==> config.mk <==
export PLATFORM = sky130hd
export DESIGN_NAME = mask_exp_seq_flat
export DESIGN_NICKNAME = d
export VERILOG_FILES = /design/src/rtl/mask_exp_seq_if.sv /design/src/rtl/mask_exp_seq.sv /design/src/flat_wrapper.sv
export SDC_FILE = /design/constraint.sdc
export NUM_CORES = 1
export LEC_CHECK = 0
export BUFFER_PORTS_ARGS = -buffer_cell sky130_fd_sc_hd__buf_2
export CORE_MARGIN = 8
export CORE_UTILIZATION = 50
export DETAILED_ROUTE_END_ITERATION = 8
export GPL_TIMING_DRIVEN = 0
export PLACE_DENSITY = 0.74
export SLEW_MARGIN = 20
export SYNTH_ARGS = -nofsm -noshare
export SYNTH_HDL_FRONTEND = slang
export SYNTH_SLANG_ARGS = --single-unit
==> constraint.sdc <==
create_clock -name clk -period 3.4 [get_ports clk]
set_clock_uncertainty 0.15 [all_clocks]
set_input_delay 0.68 -clock clk [delete_from_list [all_inputs] [get_ports clk]]
set_output_delay 0.68 -clock clk [all_outputs]
set_load 0.01 [all_outputs]
==> src/rtl/mask_exp_seq_if.sv <==
// ---------------------------------------------------------------------------
// mask_exp_seq_if
// Groups every non-clock signal of the masked-exponent sequencer:
//   host side   : mode, start, abort, host_wr, host_sel, host_data, host_ready
//   FIFO side   : phi_wr_en, ei_wr_en, fifo_wdata, full_phi_N, full_Ei,
//                 exp_full, rd_en_expon, expon_i
//   engine side : exp_word, exp_valid, exp_ready
//   status      : busy, done, err
// Modports:
//   slave  - the sequencer itself (consumes requests, produces strobes/status)
//   master - the surrounding host / FIFO / engine environment
// ---------------------------------------------------------------------------
interface mask_exp_seq_if #(
    parameter int DATA_W = 32
);
    logic [1:0]        mode;
    logic              start;
    logic              abort;
    logic              host_wr;
    logic              host_sel;
    logic [DATA_W-1:0] host_data;
    logic              host_ready;
    logic              phi_wr_en;
    logic              ei_wr_en;
    logic [DATA_W-1:0] fifo_wdata;
    logic              full_phi_N;
    logic              full_Ei;
    logic              exp_full;
    logic              rd_en_expon;
    logic [DATA_W-1:0] expon_i;
    logic [DATA_W-1:0] exp_word;
    logic              exp_valid;
    logic              exp_ready;
    logic              busy;
    logic              done;
    logic              err;

    modport slave (
        input  mode, start, abort, host_wr, host_sel, host_data,
               exp_full, expon_i, exp_ready,
        output host_ready, phi_wr_en, ei_wr_en, fifo_wdata,
               full_phi_N, full_Ei, rd_en_expon,
               exp_word, exp_valid, busy, done, err
    );

    modport master (
        output mode, start, abort, host_wr, host_sel, host_data,
               exp_full, expon_i, exp_ready,
        input  host_ready, phi_wr_en, ei_wr_en, fifo_wdata,
               full_phi_N, full_Ei, rd_en_expon,
               exp_word, exp_valid, busy, done, err
    );
endinterface

==> src/rtl/mask_exp_seq.sv <==
// ---------------------------------------------------------------------------
// mask_exp_seq
// Sequencer for the masked-exponent path of the RSA core. Loads Phi(N) and Ei
// words from the host into their FIFOs, enables the mask generator, waits for
// the exponent FIFO to fill, then drains masked exponent words to the modexp
// engine over a valid/ready link. Words per operand: NW = MAX_WORDS >> mode.
// Ports:
//   clk   - clock, rising edge
//   rstn  - asynchronous active-low reset
//   bus   - mask_exp_seq_if.slave (host, FIFO, engine and status signals)
// ---------------------------------------------------------------------------
module mask_exp_seq #(
    parameter int DATA_W    = 32,
    parameter int MAX_WORDS = 128,
    parameter int CNT_W     = 8,
    parameter int TIMEOUT   = 4096
) (
    input logic            clk,
    input logic            rstn,
    mask_exp_seq_if.slave  bus
);

    localparam int WAIT_W = $clog2(TIMEOUT) + 1;
    localparam logic [CNT_W-1:0]  C_ONE    = CNT_W'(1);
    localparam logic [WAIT_W-1:0] W_ONE    = WAIT_W'(1);
    localparam logic [WAIT_W-1:0] W_TM_END = WAIT_W'(TIMEOUT - 1);

    typedef enum logic [2:0] {
        S_IDLE,
        S_LOAD,
        S_WAIT_MASK,
        S_STREAM,
        S_DONE
    } state_t;

    state_t r_state;
    state_t w_next;

    logic [1:0]        r_mode;
    logic [CNT_W-1:0]  r_phi_cnt;
    logic [CNT_W-1:0]  r_ei_cnt;
    logic [CNT_W-1:0]  r_rd_cnt;
    logic [CNT_W-1:0]  r_tx_cnt;
    logic [WAIT_W-1:0] r_wait_cnt;
    logic              r_err;
    logic              r_phi_wr_en;
    logic              r_ei_wr_en;
    logic [DATA_W-1:0] r_fifo_wdata;
    logic              r_rd_pend;
    logic [DATA_W-1:0] r_exp_word;
    logic              r_exp_valid;

    logic [CNT_W-1:0]  w_nw;
    logic [CNT_W-1:0]  w_sel_cnt;
    logic              w_start_acc;
    logic              w_host_ready;
    logic              w_wr_acc;
    logic              w_load_done;
    logic              w_timeout;
    logic              w_xfer;
    logic              w_rd;
    logic              w_last_xfer;

    function automatic logic [CNT_W-1:0] f_nw(input logic [1:0] m);
        f_nw = CNT_W'(MAX_WORDS >> m);
    endfunction

    assign w_nw        = f_nw(r_mode);
    assign w_start_acc = (r_state == S_IDLE) && bus.start && !bus.abort;
    assign w_sel_cnt   = bus.host_sel ? r_ei_cnt : r_phi_cnt;
    // abort blocks acceptance so no strobe can appear after the abort cycle
    assign w_host_ready = (r_state == S_LOAD) && !bus.abort && (w_sel_cnt < w_nw);
    assign w_wr_acc     = bus.host_wr && w_host_ready;
    // Counters are updated together with the strobe register, so once both
    // equal NW the final strobe is on the FIFO bus in this same cycle.
    assign w_load_done  = (r_phi_cnt == w_nw) && (r_ei_cnt == w_nw);
    assign w_timeout    = (r_wait_cnt == W_TM_END);
    assign w_xfer       = r_exp_valid && bus.exp_ready;
    // One read in flight at most; issue only if the output slot will be free
    // when the FIFO data arrives one cycle later.
    assign w_rd = (r_state == S_STREAM) && !bus.abort && (r_rd_cnt < w_nw) &&
                  !r_rd_pend && (!r_exp_valid || bus.exp_ready);
    assign w_last_xfer = w_xfer && ((r_tx_cnt + C_ONE) == w_nw);

    always_ff @(posedge clk or negedge rstn) begin
        if (!rstn) begin
            r_state <= S_IDLE;
        end else begin
            r_state <= w_next;
        end
    end

    always_comb begin
        w_next = r_state;
        case (r_state)
            S_IDLE:      if (w_start_acc) w_next = S_LOAD;
            S_LOAD:      if (w_load_done) w_next = S_WAIT_MASK;
            S_WAIT_MASK: begin
                // exp_full has priority over a coincident timeout
                if (bus.exp_full)    w_next = S_STREAM;
                else if (w_timeout)  w_next = S_IDLE;
            end
            S_STREAM:    if (w_last_xfer) w_next = S_DONE;
            S_DONE:      w_next = S_IDLE;
            default:     w_next = S_IDLE;
        endcase
        if (bus.abort) w_next = S_IDLE;
    end

    always_ff @(posedge clk or negedge rstn) begin
        if (!rstn) begin
            r_mode       <= 2'b00;
            r_phi_cnt    <= '0;
            r_ei_cnt     <= '0;
            r_rd_cnt     <= '0;
            r_tx_cnt     <= '0;
            r_wait_cnt   <= '0;
            r_err        <= 1'b0;
            r_phi_wr_en  <= 1'b0;
            r_ei_wr_en   <= 1'b0;
            r_fifo_wdata <= '0;
            r_rd_pend    <= 1'b0;
            r_exp_word   <= '0;
            r_exp_valid  <= 1'b0;
        end else begin
            r_phi_wr_en <= w_wr_acc && !bus.host_sel;
            r_ei_wr_en  <= w_wr_acc && bus.host_sel;
            if (w_wr_acc) begin
                r_fifo_wdata <= bus.host_data;
                if (bus.host_sel) r_ei_cnt  <= r_ei_cnt + C_ONE;
                else              r_phi_cnt <= r_phi_cnt + C_ONE;
            end

            if (r_state == S_WAIT_MASK) begin
                r_wait_cnt <= r_wait_cnt + W_ONE;
                if (w_timeout && !bus.exp_full && !bus.abort) r_err <= 1'b1;
            end

            // Data requested last cycle is now on expon_i; the slot is free.
            if (r_rd_pend) begin
                r_exp_word  <= bus.expon_i;
                r_exp_valid <= 1'b1;
                r_rd_pend   <= 1'b0;
            end else if (w_xfer) begin
                r_exp_valid <= 1'b0;
            end
            if (w_rd) begin
                r_rd_pend <= 1'b1;
                r_rd_cnt  <= r_rd_cnt + C_ONE;
            end
            if (w_xfer) r_tx_cnt <= r_tx_cnt + C_ONE;

            if (w_start_acc) begin
                r_mode     <= bus.mode;
                r_phi_cnt  <= '0;
                r_ei_cnt   <= '0;
                r_rd_cnt   <= '0;
                r_tx_cnt   <= '0;
                r_wait_cnt <= '0;
                r_err      <= 1'b0;
            end

            if (bus.abort) begin
                r_exp_valid <= 1'b0;
                r_rd_pend   <= 1'b0;
            end
        end
    end

    assign bus.host_ready  = w_host_ready;
    assign bus.phi_wr_en   = r_phi_wr_en;
    assign bus.ei_wr_en    = r_ei_wr_en;
    assign bus.fifo_wdata  = r_fifo_wdata;
    assign bus.full_phi_N  = (r_state == S_WAIT_MASK);
    assign bus.full_Ei     = (r_state == S_WAIT_MASK);
    assign bus.rd_en_expon = w_rd;
    assign bus.exp_word    = r_exp_word;
    assign bus.exp_valid   = r_exp_valid;
    assign bus.busy        = (r_state != S_IDLE);
    assign bus.done        = (r_state == S_DONE);
    assign bus.err         = r_err;

endmodule
==> src/flat_wrapper.sv <==
// flat-port wrapper written by rule: the top's interface ports become plain ports
module mask_exp_seq_flat 
#(
    parameter int DATA_W    = 32,
    parameter int MAX_WORDS = 128,
    parameter int CNT_W     = 8,
    parameter int TIMEOUT   = 4096
)
  (clk, rstn, bus_mode, bus_start, bus_abort, bus_host_wr, bus_host_sel, bus_host_data, bus_exp_full, bus_expon_i, bus_exp_ready, bus_host_ready, bus_phi_wr_en, bus_ei_wr_en, bus_fifo_wdata, bus_full_phi_N, bus_full_Ei, bus_rd_en_expon, bus_exp_word, bus_exp_valid, bus_busy, bus_done, bus_err);
  mask_exp_seq_if #(.DATA_W(DATA_W)) bus_i ();
  input logic clk;
  input logic rstn;
  input wire logic [$bits(bus_i.mode)-1:0] bus_mode;
  input wire logic [$bits(bus_i.start)-1:0] bus_start;
  input wire logic [$bits(bus_i.abort)-1:0] bus_abort;
  input wire logic [$bits(bus_i.host_wr)-1:0] bus_host_wr;
  input wire logic [$bits(bus_i.host_sel)-1:0] bus_host_sel;
  input wire logic [$bits(bus_i.host_data)-1:0] bus_host_data;
  input wire logic [$bits(bus_i.exp_full)-1:0] bus_exp_full;
  input wire logic [$bits(bus_i.expon_i)-1:0] bus_expon_i;
  input wire logic [$bits(bus_i.exp_ready)-1:0] bus_exp_ready;
  output wire logic [$bits(bus_i.host_ready)-1:0] bus_host_ready;
  output wire logic [$bits(bus_i.phi_wr_en)-1:0] bus_phi_wr_en;
  output wire logic [$bits(bus_i.ei_wr_en)-1:0] bus_ei_wr_en;
  output wire logic [$bits(bus_i.fifo_wdata)-1:0] bus_fifo_wdata;
  output wire logic [$bits(bus_i.full_phi_N)-1:0] bus_full_phi_N;
  output wire logic [$bits(bus_i.full_Ei)-1:0] bus_full_Ei;
  output wire logic [$bits(bus_i.rd_en_expon)-1:0] bus_rd_en_expon;
  output wire logic [$bits(bus_i.exp_word)-1:0] bus_exp_word;
  output wire logic [$bits(bus_i.exp_valid)-1:0] bus_exp_valid;
  output wire logic [$bits(bus_i.busy)-1:0] bus_busy;
  output wire logic [$bits(bus_i.done)-1:0] bus_done;
  output wire logic [$bits(bus_i.err)-1:0] bus_err;
  assign bus_i.mode = bus_mode;
  assign bus_i.start = bus_start;
  assign bus_i.abort = bus_abort;
  assign bus_i.host_wr = bus_host_wr;
  assign bus_i.host_sel = bus_host_sel;
  assign bus_i.host_data = bus_host_data;
  assign bus_i.exp_full = bus_exp_full;
  assign bus_i.expon_i = bus_expon_i;
  assign bus_i.exp_ready = bus_exp_ready;
  assign bus_host_ready = bus_i.host_ready;
  assign bus_phi_wr_en = bus_i.phi_wr_en;
  assign bus_ei_wr_en = bus_i.ei_wr_en;
  assign bus_fifo_wdata = bus_i.fifo_wdata;
  assign bus_full_phi_N = bus_i.full_phi_N;
  assign bus_full_Ei = bus_i.full_Ei;
  assign bus_rd_en_expon = bus_i.rd_en_expon;
  assign bus_exp_word = bus_i.exp_word;
  assign bus_exp_valid = bus_i.exp_valid;
  assign bus_busy = bus_i.busy;
  assign bus_done = bus_i.done;
  assign bus_err = bus_i.err;
  mask_exp_seq #(.DATA_W(DATA_W), .MAX_WORDS(MAX_WORDS), .CNT_W(CNT_W), .TIMEOUT(TIMEOUT)) u_core (.clk(clk), .rstn(rstn), .bus(bus_i));
endmodule
# After elaboration in Yosys (flattened, before gate mapping)
# Cells that the tools add are included.
# classes
n_eq_ne	13
reduce_logical	35
add_sub_neg	5
n_lt_le_gt_ge	2
n_mux	28
n_shift	1
# ops
operator	n
2-to-1 mux 8 bit	11
adder 8 x 1 -> 8 bit, second input constant	4
2-to-1 mux 13 bit	2
== test 8 bit	3
2-to-1 mux 3 bit	6
logical AND 1 bit	16
< comparator 8 bit	2
adder 13 x 1 -> 13 bit, second input constant	1
== test 13 x 12 -> 1 bit, second input constant	1
one-hot mux 3 bit (4 select lines)	1
nonzero test 2 bit	6
!= test 3 x 2 -> 1 bit, second input constant	3
2-to-1 mux 1 bit	8
right shift 8 x 2 -> 8 bit, first input constant	1
== test 3 x 2 -> 1 bit, second input constant	2
AND reduction 2 bit	3
nonzero test 3 bit	2
logical NOT 1 bit	5
!= test 4 x 3 -> 1 bit, second input constant	1
AND reduction 4 bit	1
== test 3 x 1 -> 1 bit, second input constant	1
== test 3 bit, second input constant	1
logical NOT 3 bit	1
!= test 2 x 1 -> 1 bit, second input constant	1
logical OR 1 bit	1
# totals
regBits	119
elab_cells	98
in_bits	74
out_inout_bits	74

# Logic depth before layout (Yosys ltp)
# logic_depth
depth_word	7
depth_mapped	12

# Worst setup path after synthesis
# No wires, ideal clock.
# synth_path
path_type	in2out
from	input bus_host_sel
to	output bus_host_ready
required_time_ns	2.570
slack_ns	0.018
arrival_ns	2.552
n_path_buf	2
stages	8
path_cell_list	buf_1 -> mux2_2 -> ha_1 -> o21a_1 -> o21a_1 -> o21a_1 -> buf_1 -> nor3b_1
# synth_via
elab_chain_len	3
# synth_lines
item	line	rtl
start, declared	flat_wrapper.sv:17	input wire logic [$bits(bus_i.host_sel)-1:0] bus_host_sel;
2-to-1 mux 8 bit	mask_exp_seq.sv:70	assign w_sel_cnt = bus.host_sel ? r_ei_cnt : r_phi_cnt;
< comparator 8 bit	mask_exp_seq.sv:72	assign w_host_ready = (r_state == S_LOAD) && !bus.abort && (w_sel_cnt < w_nw);
logical AND 1 bit	mask_exp_seq.sv:72	
end, declared	flat_wrapper.sv:22	output wire logic [$bits(bus_i.host_ready)-1:0] bus_host_ready;
# No other way between the ends.

# Worst setup path after layout
# layout_path
from	register u_core.r_phi_cnt[5]
to	output bus_host_ready
# layout_via
elab_chain_len	3
# layout_lines
item	line	rtl
start, declared	mask_exp_seq.sv:40	logic [CNT_W-1:0] r_phi_cnt;
start signal, assigned	mask_exp_seq.sv:131	else r_phi_cnt <= r_phi_cnt + C_ONE;
2-to-1 mux 8 bit	mask_exp_seq.sv:70	
< comparator 8 bit	mask_exp_seq.sv:72	
logical AND 1 bit	mask_exp_seq.sv:72	
# No other way between the ends.

==> results.json <==
{
  "io_pins": 148,
  "ys_seq_elements": 119,
  "critical-path-max-stage-delay_ns": 0.47,
  "routed_wl_um": 12900,
  "worst_pin_slew_ns": 0.711,
  "antenna_found_initial": 0,
  "critPathKind": "flip-flop to primary output",
  "yosysTopAreaCellShare": 0.536,
  "fmax_ghz": 0.303,
  "worst_r2r_path_depth": 9,
  "synth_compound_area_frac": 0.0495,
  "clockRootBuffer": "clkbuf_8",
  "layout_setup_ws_ns": 0.103,
  "slew_headroom": 0.524,
  "powerDensity_mw_per_mm2": 763,
  "detailedPlace.worstSlack_ns": -0.524,
  "io_buffers": 146,
  "synthAdderAreaFrac": 0.0338,
  "drtIter0Drc": 218,
  "synthDistinctLibCells": 55,
  "grt_setup_unrepaired": "no",
  "hold_depth": 3,
  "synth-warning-count": 0,
  "coreArea_mm2": 0.0108,
  "drive_above_1_share": 0.367,
  "post-route-util": 0.664,
  "ant_nets": 0,
  "layout_min_cycle_time_ns": 3.30,
  "crit_path_frequent_cell": "o21a_1",
  "htreeDepth": 4,
  "clockBufferDepth": 2,
  "track_usage": 0.183,
  "max-cap-violations": 0,
  "hp-class": "primary input to flip-flop",
  "vias_per_cell": 5.27,
  "cp.depth": 7,
  "crit_fanout": 14,
  "end_kind": "primary output",
  "slew_viol_final": 0,
  "drc_errors": 0,
  "synth-xor-area-share": 0.0567,
  "dr.pass1.iters": 5,
  "layout.nets": 738,
  "synthSimpleGateAreaFrac": 0.149,
  "grt_start_max_net_pins": 75,
  "worst_hold_slack_ns": 0.198,
  "synth_enable_flop_cells": 0,
  "synthCells": 486,
  "syn_area_mm2": 0.00556,
  "wl_per_cell_um": 16.1,
  "grt_pass1_wl_um": 21600,
  "worst_path_dominant_cell_family": "compound AO/OA/AOI/OAI gates",
  "synth_top_family_by_area": "simple AND/OR/NAND/NOR gates",
  "synth.top_cells.by_area": "dfrtp_1, mux2_2, mux2_1",
  "vias": 4224,
  "yosysTopAreaCell": "dfrtp_1",
  "synthesis.nets": 575,
  "fill_cells": 827,
  "p_leak_uw": 0.00358,
  "die_w_um": 121,
  "finalPower_uw": 5490,
  "status": "completed",
  "clk_latency_ns": 0.52,
  "n_antenna_cell": 0,
  "dp_hpwl_um": 9580,
  "area_growth_syn_to_layout_pct": 29.5,
  "postPlaceCellArea_mm2": 0.00650,
  "initial_utilization": 0.513,
  "ys_dominant_reg_cell": "dfrtp_1",
  "cts_tree": "yes",
  "ys_seq_area_frac": 0.536,
  "cts_sinks": 119,
  "hold_violations": 0,
  "fin_crit_sh": 0.970,
  "critPathLaunchType": "flip-flop",
  "ys_async_sr_fraction": 1.00,
  "critPathBufInv": 1,
  "peakVddDrop_mv": 0.452,
  "place.gp.congestion": 0.824,
  "rows": 38,
  "crit_chain": "mux2_2 > ha_1 > o21a_1 > o21a_1 > o21a_4 > nor3b_2 > buf_2",
  "final_common_cell": "buf_2",
  "crit_arrival_ns": 2.47,
  "final_area_mm2": 0.00720,
  "overflow": 0,
  "die_area_mm2": 0.0147,
  "mostFrequentLayoutCells": "buf_2, dfrtp_1, nor2_1",
  "syn-mean-instance-area_um2": 11.4,
  "die_height_um": 121,
  "setup_violations": 0,
  "cp.required_ns": 2.57,
  "grt_pass1_vias": 4446,
  "cts.clk_slew.worst_paths_ns": 0.06,
  "slowest_stage": "dfrtp_1",
  "synthMuxAreaShare": 0.147,
  "cts_buffers": 17
}
-- flip-flops by register name, indices dropped and copies added, names as in the netlist --
name / count
u_core.bus.ei_wr_en: 1
u_core.bus.err: 1
u_core.bus.exp_valid: 1
u_core.bus.exp_word: 32
u_core.bus.fifo_wdata: 32
u_core.bus.phi_wr_en: 1
u_core.r_ei_cnt: 8
u_core.r_mode: 2
u_core.r_phi_cnt: 8
u_core.r_rd_cnt: 8
u_core.r_rd_pend: 1
u_core.r_state: 3
u_core.r_tx_cnt: 8
u_core.r_wait_cnt: 13
-- per-layer routing --
layer,global-route usage,wire (um)
met1,0.215,5330
met2,0.305,6380
met3,0.0526,1040
met4,0.0794,172
met5,0,0
-- cells in the mapped netlist, types with 2 or more instances --
library cell and number:
mux2_2 38, dfrtp_1 119, mux2i_1 6, clkbuf_1 13, buf_4 3, nand3_1 15, and3_1 8, nor2_1 47
xor2_1 15, a21oi_1 14, or4_1 2, nor3_1 10, mux2_1 29, or3_1 5, o21ai_0 6, and2_1 5
buf_2 3, nor4b_1 2, o22ai_1 2, xnor2_1 21, o21a_1 5, nand2b_1 3, inv_1 12, nor3b_1 5
nor4_1 6, nand4_1 10, buf_6 2, buf_1 2, ha_1 15, nand2_1 38
-- repair_timing --
item	4_1_cts	5_1_grt
hold buffers	1	0
endpoints found under the setup margin	2	2
endpoints found under the hold margin	45	0
resized for setup	12	5
pin swaps	0	1
setup buffers	0	1
-- worst min-delay path: cells and delay by family --
kind          cells  cell delay, ns
buf+inv           1            0.08
simple gates      2            0.08
-- cell type report --
cell class / instances / area [um^2] / area share
flip-flops and latches: 119 / 2980 / 0.414
multi-input cells: 332 / 2460 / 0.342
repair buffers: 149 / 782 / 0.109
clock buffers: 18 / 428 / 0.0595
clock inverters: 14 / 224 / 0.0311
well taps: 140 / 175 / 0.0243
plain buffers: 18 / 104 / 0.0144
inverters: 12 / 45.0 / 0.00626
-- report_power, final --
part	total [uW]	internal (uW)	leakage (uW)	switching (uW)
clock network	1940	1290	0.000304	655
registers	2000	1790	0.00157	213
logic	1540	732	0.00170	808
total	5490	3810	0.00358	1680
-- path summary, 6_finish.rpt --
check	from	end	slack, ns
min reg2reg	u_core.r_rd_cnt[3]	u_core.r_rd_cnt[3]	0.31
min	bus_mode[0]	u_core.r_mode[0]	0.20
min in group asynchronous	rstn	u_core.bus.fifo_wdata[10]	0.50
max	u_core.r_phi_cnt[5]	bus_host_ready	0.10
max reg2reg	u_core.r_phi_cnt[5]	u_core.bus.fifo_wdata[22]	0.59
max in group asynchronous	rstn	u_core.r_phi_cnt[4]	1.88
-- logic make-up after synthesis --
group,count (synthesis)
flip-flops,119
adder cells (fa/ha/maj),15
AO/OA/AOI/OAI,42
AND/OR/NAND/NOR,166
multiplexers,73
XOR/XNOR,36
buffers and inverters,35
-- metrics by stage --
stage / std cells / setup TNS [ns]
2_1_floorplan: 486 / 0
3_3_place_gp: 772 / -2.67
3_5_place_dp: 773 / -4.90
4_1_cts: 801 / 0
5_1_grt: 802 / 0
6_report: 802 / 0
(Power assumes the default switching activity.)
